==> config.mk <==
export PLATFORM = sky130hd
export DESIGN_NAME = sr_drive_ctrl
export DESIGN_NICKNAME = d
export VERILOG_FILES = /design/src/rtl/sr_drv_pkg.sv /design/src/rtl/sr_req_slot.sv /design/src/rtl/sr_drive_ctrl.sv
export SDC_FILE = /design/constraint.sdc
export NUM_CORES = 1
export LEC_CHECK = 0
export CORE_ASPECT_RATIO = 1.25
export CORE_MARGIN = 5
export CORE_UTILIZATION = 45
export DETAILED_ROUTE_END_ITERATION = 10
export PLACE_DENSITY = 0.67
export RECOVER_POWER = 100
export SLEW_MARGIN = 20
export SYNTH_ARGS = -nofsm -noshare
export SYNTH_HDL_FRONTEND = slang
export SYNTH_SLANG_ARGS = --single-unit
==> constraint.sdc <==
create_clock -name CLK -period 4.9 [get_ports CLK]
set_input_delay 0.98 -clock CLK [delete_from_list [all_inputs] [get_ports CLK]]
set_output_delay 0.98 -clock CLK [all_outputs]
set_load 0.01 [all_outputs]
==> src/rtl/sr_drv_pkg.sv <==
// Shared types for the SR latch drive sequencer: FSM states, command encoding,
// counter width and the request-resolution helper.
package sr_drv_pkg;

  localparam int unsigned CNT_W = 4;

  typedef enum logic [2:0] {
    IDLE,
    SETUP,
    STROBE,
    HOLD,
    DONE
  } state_t;

  typedef enum logic [1:0] {
    CMD_NONE = 2'd0,
    CMD_SET  = 2'd1,
    CMD_CLR  = 2'd2
  } cmd_t;

  // Simultaneous set/clear collapses to one command; the loser is discarded.
  function automatic cmd_t resolve_req(input logic set_r, input logic clr_r,
                                       input logic set_first);
    cmd_t c;
    c = CMD_NONE;
    if (set_r && clr_r) c = set_first ? CMD_SET : CMD_CLR;
    else if (set_r)     c = CMD_SET;
    else if (clr_r)     c = CMD_CLR;
    return c;
  endfunction

  function automatic logic [CNT_W-1:0] cnt_load(input int unsigned cyc);
    return CNT_W'(cyc - 1);
  endfunction

endpackage

==> src/rtl/sr_req_slot.sv <==
// One-entry pending command buffer with a sticky overflow flag.
// A read and a write in the same cycle replace the entry, so the write is never dropped.
import sr_drv_pkg::*;

module sr_req_slot (
  input  logic clk,
  input  logic rst,
  input  logic wr,
  input  cmd_t wr_cmd,
  input  logic rd,
  output cmd_t rd_cmd,
  output logic full,
  output logic overflow
);

  always_ff @(posedge clk or posedge rst) begin
    if (rst) begin
      full     <= 1'b0;
      rd_cmd   <= CMD_NONE;
      overflow <= 1'b0;
    end else begin
      if (wr && (!full || rd)) begin
        full   <= 1'b1;
        rd_cmd <= wr_cmd;
      end else if (rd) begin
        full   <= 1'b0;
        rd_cmd <= CMD_NONE;
      end
      if (wr && full && !rd) overflow <= 1'b1;
    end
  end

endmodule

==> src/rtl/sr_drive_ctrl.sv <==
// SR latch drive sequencer: setup, enable strobe, hold, done; one pending request.
// Define SR_READBACK_CHK_EN to build the q_fb readback compare driving err.
import sr_drv_pkg::*;

module sr_drive_ctrl #(
  parameter int unsigned SETUP_CYC    = 1,
  parameter int unsigned PULSE_W      = 2,
  parameter int unsigned HOLD_CYC     = 1,
  parameter bit          SET_PRIORITY = 1'b0
) (
  input  logic CLK,
  input  logic RESET,
  input  logic set_req,
  input  logic clr_req,
  input  logic q_fb,
  output logic S,
  output logic R,
  output logic EN,
  output logic busy,
  output logic done,
  output logic overflow,
  output logic err
);

  localparam logic [CNT_W-1:0] SETUP_LD = cnt_load(SETUP_CYC);
  localparam logic [CNT_W-1:0] PULSE_LD = cnt_load(PULSE_W);
  localparam logic [CNT_W-1:0] HOLD_LD  = cnt_load(HOLD_CYC);

  state_t           state;
  cmd_t             cmd;
  cmd_t             req_cmd;
  cmd_t             slot_cmd;
  logic [CNT_W-1:0] cnt;
  logic             has_req;
  logic             slot_full;
  logic             slot_rd;
  logic             slot_wr;
  logic             direct_load;
  logic             driving;

  // A queued command is serviced ahead of a new one, which then takes the slot.
  always_comb begin
    req_cmd     = resolve_req(set_req, clr_req, SET_PRIORITY);
    has_req     = (req_cmd != CMD_NONE);
    slot_rd     = slot_full && ((state == IDLE) || (state == DONE));
    direct_load = has_req && (state == IDLE) && !slot_full;
    slot_wr     = has_req && !direct_load;
    driving     = (state == SETUP) || (state == STROBE) || (state == HOLD);
  end

  sr_req_slot u_slot (
    .clk      (CLK),
    .rst      (RESET),
    .wr       (slot_wr),
    .wr_cmd   (req_cmd),
    .rd       (slot_rd),
    .rd_cmd   (slot_cmd),
    .full     (slot_full),
    .overflow (overflow)
  );

  // Outputs are registered decodes of the current state, so the drive pins
  // trail the state register by one cycle and can never glitch.
  always_ff @(posedge CLK or posedge RESET) begin
    if (RESET) begin
      state <= IDLE;
      cmd   <= CMD_NONE;
      cnt   <= '0;
      S     <= 1'b0;
      R     <= 1'b0;
      EN    <= 1'b0;
      busy  <= 1'b0;
      done  <= 1'b0;
    end else begin
      S    <= driving && (cmd == CMD_SET);
      R    <= driving && (cmd == CMD_CLR);
      EN   <= (state == STROBE);
      busy <= driving;
      done <= (state == DONE);

      case (state)
        IDLE: begin
          if (slot_rd) begin
            cmd   <= slot_cmd;
            cnt   <= SETUP_LD;
            state <= SETUP;
          end else if (has_req) begin
            cmd   <= req_cmd;
            cnt   <= SETUP_LD;
            state <= SETUP;
          end
        end
        SETUP: begin
          if (cnt == '0) begin
            cnt   <= PULSE_LD;
            state <= STROBE;
          end else begin
            cnt <= cnt - 1'b1;
          end
        end
        STROBE: begin
          if (cnt == '0) begin
            cnt   <= HOLD_LD;
            state <= HOLD;
          end else begin
            cnt <= cnt - 1'b1;
          end
        end
        HOLD: begin
          if (cnt == '0) begin
            cnt   <= '0;
            state <= DONE;
          end else begin
            cnt <= cnt - 1'b1;
          end
        end
        DONE: begin
          if (slot_rd) begin
            cmd   <= slot_cmd;
            cnt   <= SETUP_LD;
            state <= SETUP;
          end else begin
            state <= IDLE;
          end
        end
        default: begin
          cnt   <= '0;
          state <= IDLE;
        end
      endcase
    end
  end

`ifdef SR_READBACK_CHK_EN
  always_ff @(posedge CLK or posedge RESET) begin
    if (RESET) begin
      err <= 1'b0;
    end else if ((state == DONE) && (q_fb != (cmd == CMD_SET))) begin
      err <= 1'b1;
    end
  end
`else
  logic unused_q_fb;
  assign unused_q_fb = q_fb;
  assign err         = 1'b0;
`endif

endmodule

==> results of run 1 <==
-- flip-flops by register name, summed over array words and instances (netlist names) --
register         flops
cnt                  4
cmd                  2
S                    1
u_slot.overflow      1
done                 1
R                    1
u_slot.full          1
u_slot.rd_cmd        2
EN                   1
busy                 1
state                3
-- per-layer routing --
layer | GRT usage, % | vias to the layer above | part of all wire, %
met3 | 3.49 | 5 | 4.0
met4 | 8.99 | 0 | 2.8
li1 | - | 320 | -
met2 | 21.5 | 9 | 50
met5 | 0 | - | 0
met1 | 14.4 | 317 | 43
-- power by group through the flow --
stage	Sequential (mW)	Combinational (mW)	Clock, mW
4_1_cts	0.274	0.293	0.0940
5_1_grt	0.285	0.321	0.104
2_1_floorplan	0.248	0.254	0
6_report	0.275	0.283	0.0913
3_5_place_dp	0.276	0.290	0
3_3_place_gp	0.272	0.283	0
-- final cells by class --
| class | count | area share (%) |
|---|---|---|
| sequential | 18 | 44.0 |
| multi-input combinational | 55 | 38.7 |
| timing repair buffer | 9 | 8.79 |
| clock buffer | 4 | 3.54 |
| inverter | 7 | 2.56 |
| tap | 20 | 2.44 |
-- placed cells by master, fill, tap and decap left out, drive strengths merged, types with 2 or more instances in the layout --
master / n
nor3: 4
nand2: 3
o21ai: 4
mux2: 3
dlygate4sd3: 9
or2: 2
nand3b: 2
nor2: 5
o2bb2ai: 3
nor3b: 2
a211o: 2
or3: 2
nand2b: 3
dfrtp: 18
clkbuf: 4
a21oi: 4
inv: 7
-- metrics by stage --
step           utilization (%)  power, mW
2_1_floorplan                -      0.502
3_3_place_gp              50.4      0.555
3_5_place_dp              50.4      0.566
4_1_cts                   52.3      0.661
5_1_grt                   52.3      0.710
6_report                  52.3      0.649
-- worst paths after layout --
check,to,slack [ps]
hold reg to reg,R$_DFF_PP0_,450
hold / removal,R$_DFF_PP0_,450
max in group asynchronous,EN$_DFF_PP0_,3260
min in group asynchronous,cmd[0]$_DFFE_PP0P_,1210
setup reg to reg,cnt[0]$_DFFE_PP0P_,3080
setup / recovery,cmd[1]$_DFFE_PP0P_,2570
-- logic make-up after synthesis --
group | count (synthesis) | share of synthesized area (%)
simple gates | 25 | 15.5
compound gates | 23 | 20.5
flops | 18 | 49.5
buf+inv | 13 | 6.88
mux | 4 | 4.81
fa+ha+maj | 1 | 1.38
other cells | 1 | 0.412
xor+xnor | 1 | 0.963
==> key figures, run 1 <==
Run status
  • Outcome: completed

Yosys
  • Top-count cell post-synth: dfrtp_1
  • #FFs+latches synth: 18
  • Post-synth cell types: 36
  • Syn Nets: 92
  • Cell Area, Synth: 910 sq um
  • Sequential share of the synthesized area: 49.5%
  • Async S/R FF share, synth: 100%
  • Yosys warning total: 0
  • Largest cells by area after synthesis: dfrtp_1 (50%), mux2_2 (3.7%), a2111oi_4 (3.0%)
  • Post-synth EDFFs: 0
  • Leading area contributor after synthesis: dfrtp_1
  • Avg Cell Area, Syn: 10.6 sq um
  • Top cells by count, synth: dfrtp_1 (18), inv_1 (7), nor2_1 (5)
  • Share of the synthesized area in the top cell type: 49.5%
  • Synthesized instance count: 86
  • Post-synth top flop: dfrtp_1

Timing
  • RSZ-0062 raised after global routing: false
  • Tcrit/Tclk final: 47.5%
  • Setup violators final: 0
  • Worst-margin pin slew: 682 ps
  • Fmax: 430 MHz
  • Fin worst setup slack: 2570 ps
  • Worst slew margin: 54.5%
  • Final worst path period need: 2330 ps
  • Fin Hold WS: 447 ps
  • Fin Setup TNS: 0 ps
  • Final Max Slew Viols: 0
  • Clock skew: 0.696 ps
  • Final Hold Vio Count: 0

Setup path
  • Crit path buf inv count: 1
  • R2R depth: 5
  • Crit Path Category: in2reg
  • Crit path from: clr_req
  • CP endpoint kind: flip-flop
  • Critical Path AT: 2520 ps
  • Worst path slowest cell: dlygate4sd3_1
  • Critical Path RT: 5090 ps
  • Worst stage delay on the critical path: 630 ps
  • Crit path cell chain: dlygate4sd3_1 -> o21ba_1 -> o21ai_0 -> mux2_2
  • Setup crit start kind: input port
  • CP max FO: 8
  • R2R Path Start: cnt[0]$_DFFE_PP0P_
  • Crit path depth: 4
  • Critical path's top delay family: buffers and inverters

Floorplanning
  • Chip width: 50.2 microns
  • Die Height: 60.3 microns
  • Die area: 3030 sq um
  • # IOs: 12
  • Initial Util: 46.4%
  • Core area: 1960 sq um
  • Site Rows: 18

Pwr
  • P_sw: 0.260 mW
  • Peak supply drop: 295 uV
  • Internal: 0.389 mW
  • Logic pwr share: 43.6%
  • Sequential Power Share: 42.3%
  • Switching Fraction: 40.0%
  • Clock share of power: 14.1%
  • LEAKAGE: 0.440 nW
  • Pwr per Cell Area: 633 nW/um^2

Clock network
  • CTS tree: yes
  • H-tree depth: 1
  • Clk root buf: clkbuf_4
  • Post-cts sizing count: 0
  • Post-cts hold buffer count: 0
  • Clk slew on worst S/H paths: 100 ps
  • Clk sinks: 18
  • CTS Buf Count: 3
  • Max Root-Sink Buffers: 2
  • Clock Latency Late Sink: 300 ps
  • Post CTS Setup Buffer Count: 0

Layout
  • Final nets: 100
  • Non-filler instance count after layout: 113
  • Final Instance Area: 1020 sq um
  • Footprint of the multi-input gates: 397 sq um
  • N_diodes: 0
  • Area added between synthesis and finish: 12.7%
  • Register area: 450 sq um
  • Layout cells sized above 1: 10.8%
  • Filler Cell Count: 185

Drt
  • Vias per inst: 5.76
  • WL/cell: 15.1 microns
  • Final wirelength: 1.71 mm
  • Via count: 651
  • DRT iter0 DRCs: 11
  • DRT Pass-1 Iters: 2
  • Detail Route Antenna Nets: 0
  • Detailed-route DRC error count: 0

Place
  • IO Port Bufs: 9
  • Pre-CTS setup slack: 2340 ps
  • DP HPWL: 1.20 mm
  • Placed Instances: 109
  • Cell Area, Placed: 988 sq um
  • Routability Congestion: 0.769

Min path
  • WHS Path Cells: 1
  • Hold Crit Start: cmd[0]$_DFFE_PP0P_
  • Worst min-delay path category: reg2reg

Job
  • Max Cap Viol: 0

GRT
  • Initial antenna violation count: 0
  • First-pass GRT wire length: 2.88 mm
  • Largest net degree at the start of global routing: 19
  • Global route overflow: 0
  • GRT Util Overall: 13.1%
  • Vias in the first global route: 641
(Power assumes the default switching activity.)
==> run 2, diff against run 1 <==
==> constraint.sdc (replaced) <==
create_clock -name CLK -period 2.3 [get_ports CLK]
set_input_delay 0.46 -clock CLK [delete_from_list [all_inputs] [get_ports CLK]]
set_output_delay 0.46 -clock CLK [all_outputs]
set_load 0.01 [all_outputs]
==> run 2 against run 1 <==
Effect of this change:
- register-to-register slack worse by 2600 ps
- utilization unchanged
- final cell count unchanged
- sequential power up 110%
- die area unchanged
- worst hold slack better by 11 ps
- critical endpoint is now cnt[0]$_DFFE_PP0P_
- sequential share of layout area unchanged
- largest power group unchanged
- first-iteration DRC count up 91%
- global-route usage down 0.38 points
- count of clock-buffer cells in the layout unchanged
==> key figures, run 2 (synthesis gave the netlist of run 1 again) <==
Timing
  • RSZ-0062 raised after global routing: false
  • Final worst path period need: 1830 ps
  • Final Hold Vio Count: 0
  • Fmax: 548 MHz
  • Worst slew margin: 53.9%
  • Fin worst setup slack: 474 ps
  • Clock skew: 1.62 ps
  • Fin Setup TNS: 0 ps
  • Tcrit/Tclk final: 79.4%
  • Fin Hold WS: 458 ps
  • Final Max Slew Viols: 0
  • Setup violators final: 0
  • Worst-margin pin slew: 690 ps

Layout
  • Area added between synthesis and finish: 12.7%
  • Final nets: 100
  • Largest register by flop count: cnt
  • Most frequent cells in the layout: dfrtp_1 (18), dlygate4sd3_1 (8), inv_1 (7), nor2_1 (5)
  • N_diodes: 0
  • Regs by FF count: cnt: 4 flops, state: 3 flops
  • Final core utilization: 52.3%
  • Layout cells sized above 1: 10.8%
  • Commonest non-fill, non-tap cell in the layout: dfrtp_1
  • Max reg flops: 4

Clock network
  • Post-cts hold buffer count: 0
  • CTS Buf Count: 3
  • Max Root-Sink Buffers: 2
  • Clk slew on worst S/H paths: 100 ps
  • CTS tree: yes
  • Post CTS Setup Buffer Count: 0
  • Clk root buf: clkbuf_4
  • Clock Latency Late Sink: 290 ps
  • Post-cts sizing count: 0
  • Clk sinks: 18
  • H-tree depth: 1

GRT
  • Vias in the first global route: 653
  • GRT Util Overall: 12.7%
  • Global route overflow: 0
  • Initial antenna violation count: 0
  • First-pass GRT wire length: 2.90 mm
  • Largest net degree at the start of global routing: 19

Drt
  • DRT iter0 DRCs: 21
  • Vias per inst: 5.79
  • DRT Pass-1 Iters: 4
  • Via count: 654
  • Detailed-route DRC error count: 0
  • WL/cell: 14.5 microns
  • Detail Route Antenna Nets: 0
  • Final wirelength: 1.64 mm

Setup path
  • Worst stage delay on the critical path: 500 ps
  • Crit Path Category: reg2reg
  • Setup crit start kind: flip-flop
  • Critical Path AT: 2020 ps
  • CP endpoint: cnt[0]$_DFFE_PP0P_
  • R2R Path Start: cnt[0]$_DFFE_PP0P_
  • Crit path from: cnt[0]$_DFFE_PP0P_
  • R2R depth: 5
  • Crit path cell chain: inv_1 -> ha_1 -> or3b_1 -> and4_1 -> a211o_1
  • CP endpoint kind: flip-flop
  • CP max FO: 8
  • Reg-to-reg slack, setup: 470 ps
  • Critical Path RT: 2490 ps
  • Worst path slowest cell: or3b_1
  • Critical R2R Capture: cnt[0]$_DFFE_PP0P_

Place
  • Routability Congestion: 0.810
  • DP HPWL: 1.15 mm
  • IO Port Bufs: 9
  • Pre-CTS setup slack: 280 ps

Pwr
  • Final Power: 1.38 mW
  • Peak supply drop: 567 uV
  • LEAKAGE: 0.440 nW
  • Pwr per Cell Area: 1350 nW/um^2

Floorplanning
  • Initial Util: 46.4%
  • Die Height: 60.3 microns
  • Chip width: 50.2 microns
  • Site Rows: 18
  • Die area: 3030 sq um
  • Core area: 1960 sq um
  • # IOs: 12

Job
  • Max Cap Viol: 0

Min path
  • Hold Crit Start: cmd[0]$_DFFE_PP0P_
  • WHS Path Cells: 1
  • Worst min-delay path category: reg2reg

Run status
  • Outcome: completed
run 2: cell types whose count changed in the layout (fill, tap and decap cells not counted), sizes merged:
cell / delta
clkdlybuf4s50: +1
dlygate4sd3: -1
run 2: cell type report:
class                   count  area, sq um
inverters                   7         26.3
flip-flops and latches     18          450
clock buffers               4         36.3
well taps                  20         25.0
repair buffers              9         90.1
multi-input cells          55          397
fillers                   178          935
run 2: metrics by stage:
step,instance area (sq um),std cells
global placement,988,109
detailed placement,988,109
finish,1020,113
global route,1020,113
CTS,1020,113
floorplan,910,86
run 2: worst min path at each step:
| stage | end | slack [ps] |
|---|---|---|
| after floorplan | EN$_DFF_PP0_ | 400 |
| after global placement | R$_DFF_PP0_ | 430 |
| after detailed placement | R$_DFF_PP0_ | 440 |
| after CTS | R$_DFF_PP0_ | 460 |
| after global routing | S$_DFF_PP0_ | 490 |
| final | R$_DFF_PP0_ | 460 |
run 2: worst max-delay path, delay by kind of cell (launching register included):
family / cells / cell delay (ps)
AND/OR/NAND/NOR: 2 / 760
flip-flops: 1 / 450
AO/OA/AOI/OAI: 1 / 220
adder cells (fa/ha/maj): 1 / 190
buffers and inverters: 1 / 110
run 2: power breakdown:
part / internal (mW) / switching, mW / leakage, nW
Clock: 0.0965 / 0.0997 / 0.0210
Combinational: 0.294 / 0.309 / 0.196
Sequential: 0.440 / 0.141 / 0.223
Total: 0.830 / 0.550 / 0.440
run 2: routing by layer:
layer | up-vias | share of wire (%) | global-route usage (%)
met5 | - | 0 | 0
met4 | 0 | 0.91 | 6.74
met3 | 2 | 3.2 | 2.49
met2 | 10 | 50 | 21.4
met1 | 323 | 45 | 15.0
li1 | 319 | - | -
==> run 3, diff against run 2 <==
==> constraint.sdc (replaced) <==
create_clock -name CLK -period 1.92 [get_ports CLK]
set_input_delay 0.384 -clock CLK [delete_from_list [all_inputs] [get_ports CLK]]
set_output_delay 0.384 -clock CLK [all_outputs]
set_load 0.01 [all_outputs]
==> run 3 against run 2 <==
Effect of this change:
- sequential power is 17% higher
- combinational power increased by 23%
- final cell count increased by 3.5%
- worst hold slack got worse by 9.7 ps
- count of clock-buffer cells in the layout did not move
- clock skew is essentially flat
- global-route usage down 0.70 points
- via count grew 2.6%
- first-iteration DRC count shrank 29%
- sequential share of layout area fell by 1.1 points
- fmax rose by 6.3%
- power rose by 20%
==> key figures, run 3 (synthesis gave the netlist of run 1 again) <==
Timing
  • Worst-margin pin slew: 954 ps
  • Tcrit/Tclk final: 89.5%
  • Fin Setup TNS: 0 ps
  • RSZ-0062 raised after global routing: false
  • Final Max Slew Viols: 0
  • Fmax: 582 MHz
  • Setup violators final: 0
  • Worst slew margin: 36.4%
  • Final worst path period need: 1720 ps
  • Clock skew: 1.74 ps
  • Final Hold Vio Count: 0

Pwr
  • Switching Fraction: 39.0%
  • Clock share of power: 14.0%
  • Pwr per Cell Area: 1570 nW/um^2
  • Logic pwr share: 44.8%
  • LEAKAGE: 0.455 nW
  • Sequential Power Share: 41.2%
  • Peak supply drop: 775 uV
  • Internal: 1.01 mW
  • P_sw: 0.645 mW

Layout
  • Final core utilization: 53.6%
  • Footprint of the multi-input gates: 397 sq um
  • Area added between synthesis and finish: 15.5%
  • Filler Cell Count: 182
  • Largest register by flop count: cnt
  • Final nets: 104
  • Max reg flops: 4
  • Commonest non-fill, non-tap cell in the layout: dfrtp_1
  • Layout cells sized above 1: 13.4%
  • Regs by FF count: cnt: 4 flops, state: 3 flops
  • Final Instance Area: 1050 sq um
  • Register area: 450 sq um
  • N_diodes: 0
  • Most frequent cells in the layout: dfrtp_1 (18), inv_1 (7), dlygate4sd3_1 (7), nor2_1 (5)

GRT
  • Initial antenna violation count: 0
  • GRT Util Overall: 12.0%
  • First-pass GRT wire length: 2.80 mm
  • Vias in the first global route: 662
  • Global route overflow: 0
  • Largest net degree at the start of global routing: 19

Drt
  • DRT iter0 DRCs: 15
  • Vias per inst: 5.74
  • Final wirelength: 1.57 mm
  • Detailed-route DRC error count: 0
  • Detail Route Antenna Nets: 0
  • WL/cell: 13.4 microns
  • Via count: 671
  • DRT Pass-1 Iters: 4

Clock network
  • Clk slew on worst S/H paths: 100 ps
  • CTS tree: yes
  • CTS Buf Count: 3
  • Post-cts sizing count: 0
  • Max Root-Sink Buffers: 2
  • Clk sinks: 18
  • H-tree depth: 1
  • Clock Latency Late Sink: 290 ps
  • Post-cts hold buffer count: 0
  • Clk root buf: clkbuf_4
  • Post CTS Setup Buffer Count: 0

Setup path
  • Crit Path Category: reg2reg
  • Critical Path RT: 2160 ps
  • Reg-to-reg slack, setup: 200 ps
  • Critical Path AT: 1960 ps
  • CP endpoint kind: flip-flop
  • R2R Path Start: cnt[1]$_DFFE_PP0P_
  • R2R depth: 5
  • Critical R2R Capture: cnt[0]$_DFFE_PP0P_
  • Setup crit start kind: flip-flop
  • CP max FO: 8

Floorplanning
  • # IOs: 12
  • Core area: 1960 sq um
  • Initial Util: 46.4%
  • Die Height: 60.3 microns
  • Die area: 3030 sq um
  • Chip width: 50.2 microns
  • Site Rows: 18

Run status
  • Outcome: completed

Place
  • Cell Area, Placed: 1020 sq um
  • Routability Congestion: 0.807
  • IO Port Bufs: 9
  • DP HPWL: 1.18 mm

Min path
  • WHS Path Cells: 1
  • Min-Delay Endpoint: R$_DFF_PP0_
  • Hold Crit Start: cmd[0]$_DFFE_PP0P_
  • Worst min-delay path category: reg2reg

Job
  • Max Cap Viol: 0
run 3: area by class of cell:
class	count	share of cell area [%]
Clock buffer	4	3.45
Timing Repair Buffer	13	11.1
Sequential cell	18	42.9
Multi-Input combinational cell	55	37.7
Inverter	7	2.50
Tap cell	20	2.38
run 3: worst max-delay path by stage:
stage | from | end | slack, ps | depth (start not counted)
floorplan | cnt[0]$_DFFE_PP0P_ | cnt[0]$_DFFE_PP0P_ | 270 | 6
global placement | clr_req | cmd[1]$_DFFE_PP0P_ | 120 | 4
detailed placement | clr_req | cmd[0]$_DFFE_PP0P_ | 90 | 4
CTS | cnt[0]$_DFFE_PP0P_ | cnt[0]$_DFFE_PP0P_ | 180 | 5
global route | cnt[0]$_DFFE_PP0P_ | cnt[0]$_DFFE_PP0P_ | 20 | 5
finish | cnt[1]$_DFFE_PP0P_ | cnt[0]$_DFFE_PP0P_ | 200 | 5
run 3: stage by stage:
step	setup slack, ps	hold slack, ps	power (mW)	cells
after floorplan	265	323	1.28	86
after global placement	117	427	1.44	113
after detailed placement	85.4	436	1.46	113
after CTS	180	397	1.69	117
after global routing	21.0	466	1.83	117
final	201	449	1.65	117
run 3: routing by layer:
metal	vias up	track usage (%)	share of wire, %
met5	-	0	0
met4	0	4.49	0
met3	0	2.49	3.8
met2	12	20.6	53
met1	329	14.5	43
li1	330	-	-
run 3: critical path: stages, from the launching register on:
cell,delay (ps)
dfrtp_1,410
inv_1,60
ha_1,170
or3b_1,500
a2111oi_4,390
a211o_1,140
run 3: power by group through the flow:
stage	Clock, mW	Sequential [mW]	Combinational (mW)
final	0.231	0.681	0.741
after global routing	0.262	0.712	0.851
after CTS	0.237	0.683	0.774
after detailed placement	0	0.690	0.771
after global placement	0	0.686	0.749
after floorplan	0	0.633	0.649
